File: src/rtl/irq_controller.sv
// Priority interrupt controller: edge-triggered request capture, lowest-index
// priority selection and a non-nesting present/ack/complete handshake with the core.
module irq_controller #(
    parameter int NUM_SRC = 4
) (
    input  logic               clk,
    input  logic               reset,
    input  logic [NUM_SRC-1:0] irq_src,
    output logic [3:0]         interrupt_vector,
    input  logic               interrupt_ack,
    input  logic               irq_complete,
    input  logic [1:0]         cfg_addr,
    input  logic               cfg_we,
    input  logic [15:0]        cfg_wdata,
    input  logic               cfg_re,
    output logic [15:0]        cfg_rdata
);

    // Encodings are architecturally visible through the status register.
    typedef enum logic [1:0] {
        ST_IDLE    = 2'd0,
        ST_PRESENT = 2'd1,
        ST_SERVICE = 2'd2
    } state_t;

    localparam logic [1:0] ADDR_ENABLE   = 2'd0;
    localparam logic [1:0] ADDR_PENDING  = 2'd1;
    localparam logic [1:0] ADDR_OVERFLOW = 2'd2;

    state_t             r_state;
    state_t             w_state_next;
    logic [3:0]         r_cur_id;
    logic [3:0]         w_cur_id_next;
    logic [3:0]         r_vector;
    logic [3:0]         w_vector_next;
    logic [NUM_SRC-1:0] r_enable;
    logic [NUM_SRC-1:0] r_pending;
    logic [NUM_SRC-1:0] r_overflow;
    logic [NUM_SRC-1:0] r_irq_src_q;
    logic [15:0]        r_rdata;

    logic [NUM_SRC-1:0] w_edge;
    logic [NUM_SRC-1:0] w_ready;
    logic [NUM_SRC-1:0] w_ack_mask;
    logic [NUM_SRC-1:0] w_pend_clr;
    logic [NUM_SRC-1:0] w_ovf_clr;
    logic [3:0]         w_winner;
    logic [15:0]        w_rd_mux;
    logic               w_ack_taken;
    logic               w_unused_wdata;

    // Only the low NUM_SRC bits of the write data are meaningful.
    assign w_unused_wdata = ^cfg_wdata;

    assign w_edge      = irq_src & ~r_irq_src_q;
    assign w_ready     = r_pending & r_enable;
    assign w_ack_taken = (r_state == ST_PRESENT) && interrupt_ack;
    assign w_pend_clr  = (cfg_we && cfg_addr == ADDR_PENDING)  ? cfg_wdata[NUM_SRC-1:0] : '0;
    assign w_ovf_clr   = (cfg_we && cfg_addr == ADDR_OVERFLOW) ? cfg_wdata[NUM_SRC-1:0] : '0;

    // Priority encoder: scanning downward lets the lowest ready index win.
    always_comb begin
        // NOTE: every always_comb output gets a default first so no path leaves it unassigned (no latch).
        w_winner = '0;
        for (int i = NUM_SRC - 1; i >= 0; i--) begin
            if (w_ready[i]) begin
                w_winner = 4'(i);
            end
        end
    end

    // One-hot mask of the source whose pending bit the ack retires.
    always_comb begin
        w_ack_mask = '0;
        for (int i = 0; i < NUM_SRC; i++) begin
            w_ack_mask[i] = w_ack_taken && (r_cur_id == 4'(i));
        end
    end

    // Handshake next-state, presented vector and captured source id.
    always_comb begin
        w_state_next  = r_state;
        w_cur_id_next = r_cur_id;
        w_vector_next = r_vector;
        unique case (r_state)
            ST_IDLE: begin
                if (w_ready != '0) begin
                    w_cur_id_next = w_winner;
                    w_vector_next = 4'(w_winner + 4'd1);
                    w_state_next  = ST_PRESENT;
                end
            end
            ST_PRESENT: begin
                // Vector is held regardless of later enable/pending changes.
                if (interrupt_ack) begin
                    w_vector_next = '0;
                    w_state_next  = ST_SERVICE;
                end
            end
            ST_SERVICE: begin
                if (irq_complete) begin
                    w_state_next = ST_IDLE;
                end
            end
            default: begin
                w_vector_next = '0;
                w_state_next  = ST_IDLE;
            end
        endcase
    end

    // FSM state register together with the registered vector and source id.
    always_ff @(posedge clk) begin
        // NOTE: sequential state uses non-blocking assignments so every register samples pre-edge values.
        if (reset) begin
            r_state  <= ST_IDLE;
            r_cur_id <= '0;
            r_vector <= '0;
        end else begin
            r_state  <= w_state_next;
            r_cur_id <= w_cur_id_next;
            r_vector <= w_vector_next;
        end
    end

    // Request capture: a new edge always lands in pending, beating W1C and ack clears;
    // an edge on an already-pending bit is lost and flagged, except when the ack retires it.
    always_ff @(posedge clk) begin
        if (reset) begin
            r_irq_src_q <= '0;
            r_pending   <= '0;
            r_overflow  <= '0;
        end else begin
            r_irq_src_q <= irq_src;
            r_pending   <= (r_pending & ~w_pend_clr & ~w_ack_mask) | w_edge;
            r_overflow  <= (r_overflow & ~w_ovf_clr) | (w_edge & r_pending & ~w_ack_mask);
        end
    end

    // Enable register write.
    always_ff @(posedge clk) begin
        if (reset) begin
            r_enable <= '0;
        end else if (cfg_we && cfg_addr == ADDR_ENABLE) begin
            r_enable <= cfg_wdata[NUM_SRC-1:0];
        end
    end

    // Read mux built from current register values, so a same-cycle write is not visible.
    always_comb begin
        w_rd_mux = '0;
        unique case (cfg_addr)
            ADDR_ENABLE:   w_rd_mux[NUM_SRC-1:0] = r_enable;
            ADDR_PENDING:  w_rd_mux[NUM_SRC-1:0] = r_pending;
            ADDR_OVERFLOW: w_rd_mux[NUM_SRC-1:0] = r_overflow;
            default:       w_rd_mux = {10'b0, r_state, r_cur_id};
        endcase
    end

    // Read data register: updated only by a read strobe, held otherwise.
    always_ff @(posedge clk) begin
        if (reset) begin
            r_rdata <= '0;
        end else if (cfg_re) begin
            r_rdata <= w_rd_mux;
        end
    end

    assign interrupt_vector = r_vector;
    assign cfg_rdata        = r_rdata;

endmodule

File: config.mk
export PLATFORM = sky130hd
export DESIGN_NAME = irq_controller
export DESIGN_NICKNAME = d
export VERILOG_FILES = /design/src/rtl/irq_controller.sv
export SDC_FILE = /design/constraint.sdc
export NUM_CORES = 1
export LEC_CHECK = 0
export CAP_MARGIN = 20
export CORE_ASPECT_RATIO = 0.7
export CORE_UTILIZATION = 44
export CTS_BUF_LIST = sky130_fd_sc_hd__clkbuf_16
export CTS_CLUSTER_DIAMETER = 30
export DETAILED_ROUTE_END_ITERATION = 8
export GPL_TIMING_DRIVEN = 0
export PLACE_DENSITY_LB_ADDON = 0.25
export SYNTH_ARGS = -nofsm -noshare
export SYNTH_HDL_FRONTEND = slang
export SYNTH_SLANG_ARGS = --single-unit
File: constraint.sdc
create_clock -name clk -period 1.57 [get_ports clk]
set_input_delay 0.471 -clock clk [delete_from_list [all_inputs] [get_ports clk]]
set_output_delay 0.471 -clock clk [all_outputs]
set_load 0.02 [all_outputs]
======== After elaboration in Yosys (flattened, before gate mapping) ========
Index checks and enable logic that the tools add are counted.
word-level totals
  register bits ........................... 42
  bits in latches ......................... 0
  bits in writable memories ............... 0
  memory bits (read-only) ................. 0
  output and inout port bits .............. 20
  word-level logic and storage cells ...... 64
  memories ................................ 0
cells by class
  add/subtract/negate cells ............... 1
  $mul .................................... 0
  divide/modulo/power cells ............... 0
  $lt $le $gt $ge ......................... 0
  equal/unequal tests ..................... 10
  shift operators ......................... 0
  multiplexer cells ....................... 15
  bitwise logic cells ..................... 14
  reductions and logical operators ........ 16
operators by type and width
  kind                                            count
  bitwise AND 4 bit                               7
  2-to-1 mux 4 bit                                7
  one-hot mux 4 bit (3 select lines)              2
  inverter 4 bit                                  4
  2-to-1 mux 2 bit                                5
  == test 4 x 2 -> 1 bit (second input constant)  2
  logical AND 1 bit                               8
  bitwise OR 4 bit                                2
  != test 2 bit (second input constant)           3
  one-hot mux 2 bit (3 select lines)              1
  AND reduction 3 bit                             2
  adder 4 x 1 -> 4 bit (second input constant)    1
  == test 2 x 1 -> 1 bit (second input constant)  2
  == test 2 bit (second input constant)           2
  == test 4 x 1 -> 1 bit (second input constant)  1
  zero test 2 bit                                 2
  zero test 4 bit                                 1
  nonzero test 4 bit                              1
  OR reduction 3 bit                              1
  AND reduction 2 bit                             1
  inverter 1 bit                                  1

======== Depth between registers and ports, before layout ========
  word-level depth ........................ 8
  mapped depth ............................ 6
  gate-level depth less buffers ........... 6

======== Worst setup path after synthesis ========
No wires, ideal clock.
  path kind ............................... input-to-reg
  start ................................... input cfg_addr[1]
  end ..................................... register r_rdata[1] (netlist: cfg_rdata[1])
  arrival ................................. 1,333 ps
  required time ........................... 1,442 ps
  setup slack ............................. 109 ps
  cell stages on the path ................. 4
  cell sequence ........................... buf_2 mux4_2 mux2i_1 nor2_1
on the way
  longest elaborated chain between the ends .. 2
RTL lines
  element                                 RTL line  RTL
  from (decl)                             12        input logic [1:0] cfg_addr,
  == test 2 bit (tied with other cells)   152       unique case (cfg_addr)
  one-hot mux 4 bit (3 select lines) (*)  152
  to (signal assigned)                    165       r_rdata <= w_rd_mux;
  to (decl)                               40        logic [15:0] r_rdata;
Mark *: on every way between the ends. The rest lies on a longest branch, timed or not.
A chain may end at the register's enable or synchronous reset.

======== Worst setup path after layout ========
  start ................................... input cfg_we
  end ..................................... register r_overflow[3]
on the way
  longest elaborated chain between the ends .. 5
RTL lines
  element               RTL line  RTL
  from (decl)           13        input logic cfg_we,
  logical AND 1 bit     59        assign w_ovf_clr = (cfg_we && cfg_addr == ADDR_OVERFLOW) ? cfg_wdata[NUM_SRC-1:0] : '0;
  2-to-1 mux 4 bit      59
  inverter 4 bit        136       r_overflow <= (r_overflow & ~w_ovf_clr) | (w_edge & r_pending & ~w_ack_mask);
  bitwise AND 4 bit     136
  bitwise OR 4 bit      136
  to (signal assigned)  136
  to (decl)             38        logic [NUM_SRC-1:0] r_overflow;
Every way passes these cells.

==> results.toml <==
[worst_setup_path]
worstPathArrival_ns = 1.70
startpoint_type = "input port"
crit_chain = "clkdlybuf4s50_1 -> and3b_1 -> nand2_1 -> and3_1 -> a31o_2"
critical_path_peak_fanout = 4
critPathKind = "in2reg"
critPathMaxStageDelay_ns = 0.52
worst_path_max_delay_cell = "clkdlybuf4s50_1"
end_kind = "flop"
required_ns = 1.74

[power]
intPower_w = 0.001446
p_clk_frac = 0.463
seqPwrFrac = 0.422
power_density_mw_per_mm2 = 1053
leakagePower_nw = 0.8005
switching_share = 0.2406
switchingPower_w = 0.0004580
vdd.ir_drop.worst_mv = 0.7441
p_comb_frac = 0.115
p_total_w = 0.001904

[finish]
area_growth_pct = 30.41
drive_gt1_frac = 0.1466
layout_commonest_cell = "dfxtp_1"
nets = 219
final_cell_mix = "dfxtp_1, nand2_1, a21oi_1"
final_cells = 227
antennaDiodeCount = 0

[yosys]
synth-edff-count = 0
synthCells = 152
synth_area_mm2 = 0.001386
yosys_warnings = 0
synth.avg_cell_area_um2 = 9.121
synth_cell_types = 41
async_reset_ff_frac = 0
seq_area_frac_synth = 0.4188
ys_ff_latch = 29
synth_top_flop_cell = "dfxtp_1"

[cts]
clk_latency_ns = 0.27
cts_tree = "done"
cts_htree_levels = 2
cts_buffers = 5
clk_path_buf_depth = 2
root_buffer = "clkbuf_16"
postCtsHoldBufs = 0
clk_pin_slew_ns = 0.05
cts_sinks = 29

[floorplan]
initial_core_util = 0.4776
die_w_um = 69.09
design.portCount = 48
dieArea_mm2 = 0.003383
num_rows = 16
die_height_um = 48.97
core_area_mm2 = 0.002903

[sta]
finClkSkew_ns = 0.002502
min_period_over_period = 0.9758
fmax_mhz = 652.7
min_period_ns = 1.532
setup_viol = 0
final-max-slew-violation-count = 0
rsz0062_at_grt = "no"
hold_violations = 0
finalWorstSetupSlack_ns = 0.03801

[routing]
via_count = 1235
avgRoutedWirePerCell_um = 13.85
dr.pass1.iters = 4
drc = 0
wirelength_um = 3143
viasPerCell = 5.441
drt_iter0_markers = 64
final_antenna_net_count = 0

[grt]
track_usage = 0.2045
antenna_found_initial = 0
grt_pass1_vias = 1109
grt_pass1_wl_um = 5202
grt-ovfl-total = 0
grt_max_degree = 11

[placement]
dpl.hpwl_um = 2331
dp.cells = 218
port_buffers = 20
dp_slack_ns = -0.3299
gp_routability_congestion = 0.8318

[min_path]
min_path_type = "reg2reg"

[run_status]
status = "completed"

[run]
maxCapViolCount = 0
[cell families after synthesis]
group                      Yosys count  synth area share
muxes                               10           0.09025
DFF                                 29            0.4188
adders and majority gates            1          0.009024
AOI/OAI and AO/OA                   31            0.1552
buffers and inverters               19           0.08393
and+or+nand+nor                     61            0.2401
other                                1          0.002705
[per-layer routing]
layer,GRT usage,part of all wire,up-vias
met4,0.07823,0.014,0
met1,0.2719,0.43,574
li1,-,-,594
met3,0.08678,0.12,7
met2,0.2929,0.44,60
met5,0,0,-
[power groups by stage]
stage | clock [W] | combinational (W) | sequential, W
global route | 0.000951 | 0.000240 | 0.000805
global placement | 0 | 0.000214 | 0.000813
CTS | 0.000901 | 0.000218 | 0.000801
detailed placement | 0 | 0.000221 | 0.000816
finish | 0.000881 | 0.000220 | 0.000803
floorplan | 0 | 0.000146 | 0.000813
[worst max-delay path, delay by kind of cell]
family	cells	cell delay [ns]
compound gates	1	0.20
buf+inv	1	0.52
simple gates	3	0.51
[per-stage QoR]
| stage | hold slack (ns) | setup TNS (ns) | cell area, um^2 | utilization |
|---|---|---|---|---|
| 2_1_floorplan | 0.4331 | 0 | 1424 | - |
| 3_3_place_gp | 0.4521 | -2.802 | 1669 | 0.5750 |
| 3_5_place_dp | 0.4676 | -3.113 | 1669 | 0.5750 |
| 4_1_cts | 0.4738 | 0 | 1802 | 0.6207 |
| 5_1_grt | 0.4977 | 0 | 1808 | 0.6228 |
| 6_report | 0.4759 | 0 | 1808 | 0.6228 |
[registers in the layout, summed over array words and instances, names as in the netlist]
register	flops
cfg_rdata	6
r_enable	4
r_irq_src_q	4
r_overflow	4
r_pending	4
interrupt_vector	3
r_cur_id	2
r_state	2
[layout make-up]
cell class              instances  area (um^2)
inverters                       1        3.754
repair buffers                 21        195.2
multi-input cells             114        733.2
clock buffers                   5        125.1
flip-flops and latches         29        580.6
fillers                       271         1095
clock inverters                 3        12.51
plain buffers                  18        112.6
well taps                      36        45.04
[worst paths after layout]
check / start / endpoint / slack [ns] / cells past startpoint
max: cfg_we / r_overflow[3] / 0.04 / 5
min: r_overflow[0] / r_overflow[0] / 0.48 / 2
max reg2reg: r_pending[2] / interrupt_vector[1] / 0.15 / 6
min reg2reg: r_overflow[0] / r_overflow[0] / 0.48 / 2
[repair_timing]
action	in CTS	in global routing
buffers inserted	1	0
endpoints found under the setup margin	14	4
endpoints found under the hold margin	0	0
gates resized for setup	10	1
[synth_stat cells, drive strengths merged, types with 2 or more instances]
master	instances	share of area
a22o	2	0.013
o211a	2	0.014
clkbuf	4	0.011
nor2	12	0.032
dfxtp	29	0.42
a21oi	13	0.047
nor2b	7	0.032
nand4	2	0.0090
o21ai	3	0.014
buf	14	0.070
nand2	18	0.051
mux2i	8	0.058
nand4b	2	0.013
and3b	2	0.013
o211ai	2	0.011
mux4	2	0.032
nand3	5	0.018
nand2b	5	0.023
Note: power is estimated with default switching activity, not from simulation.
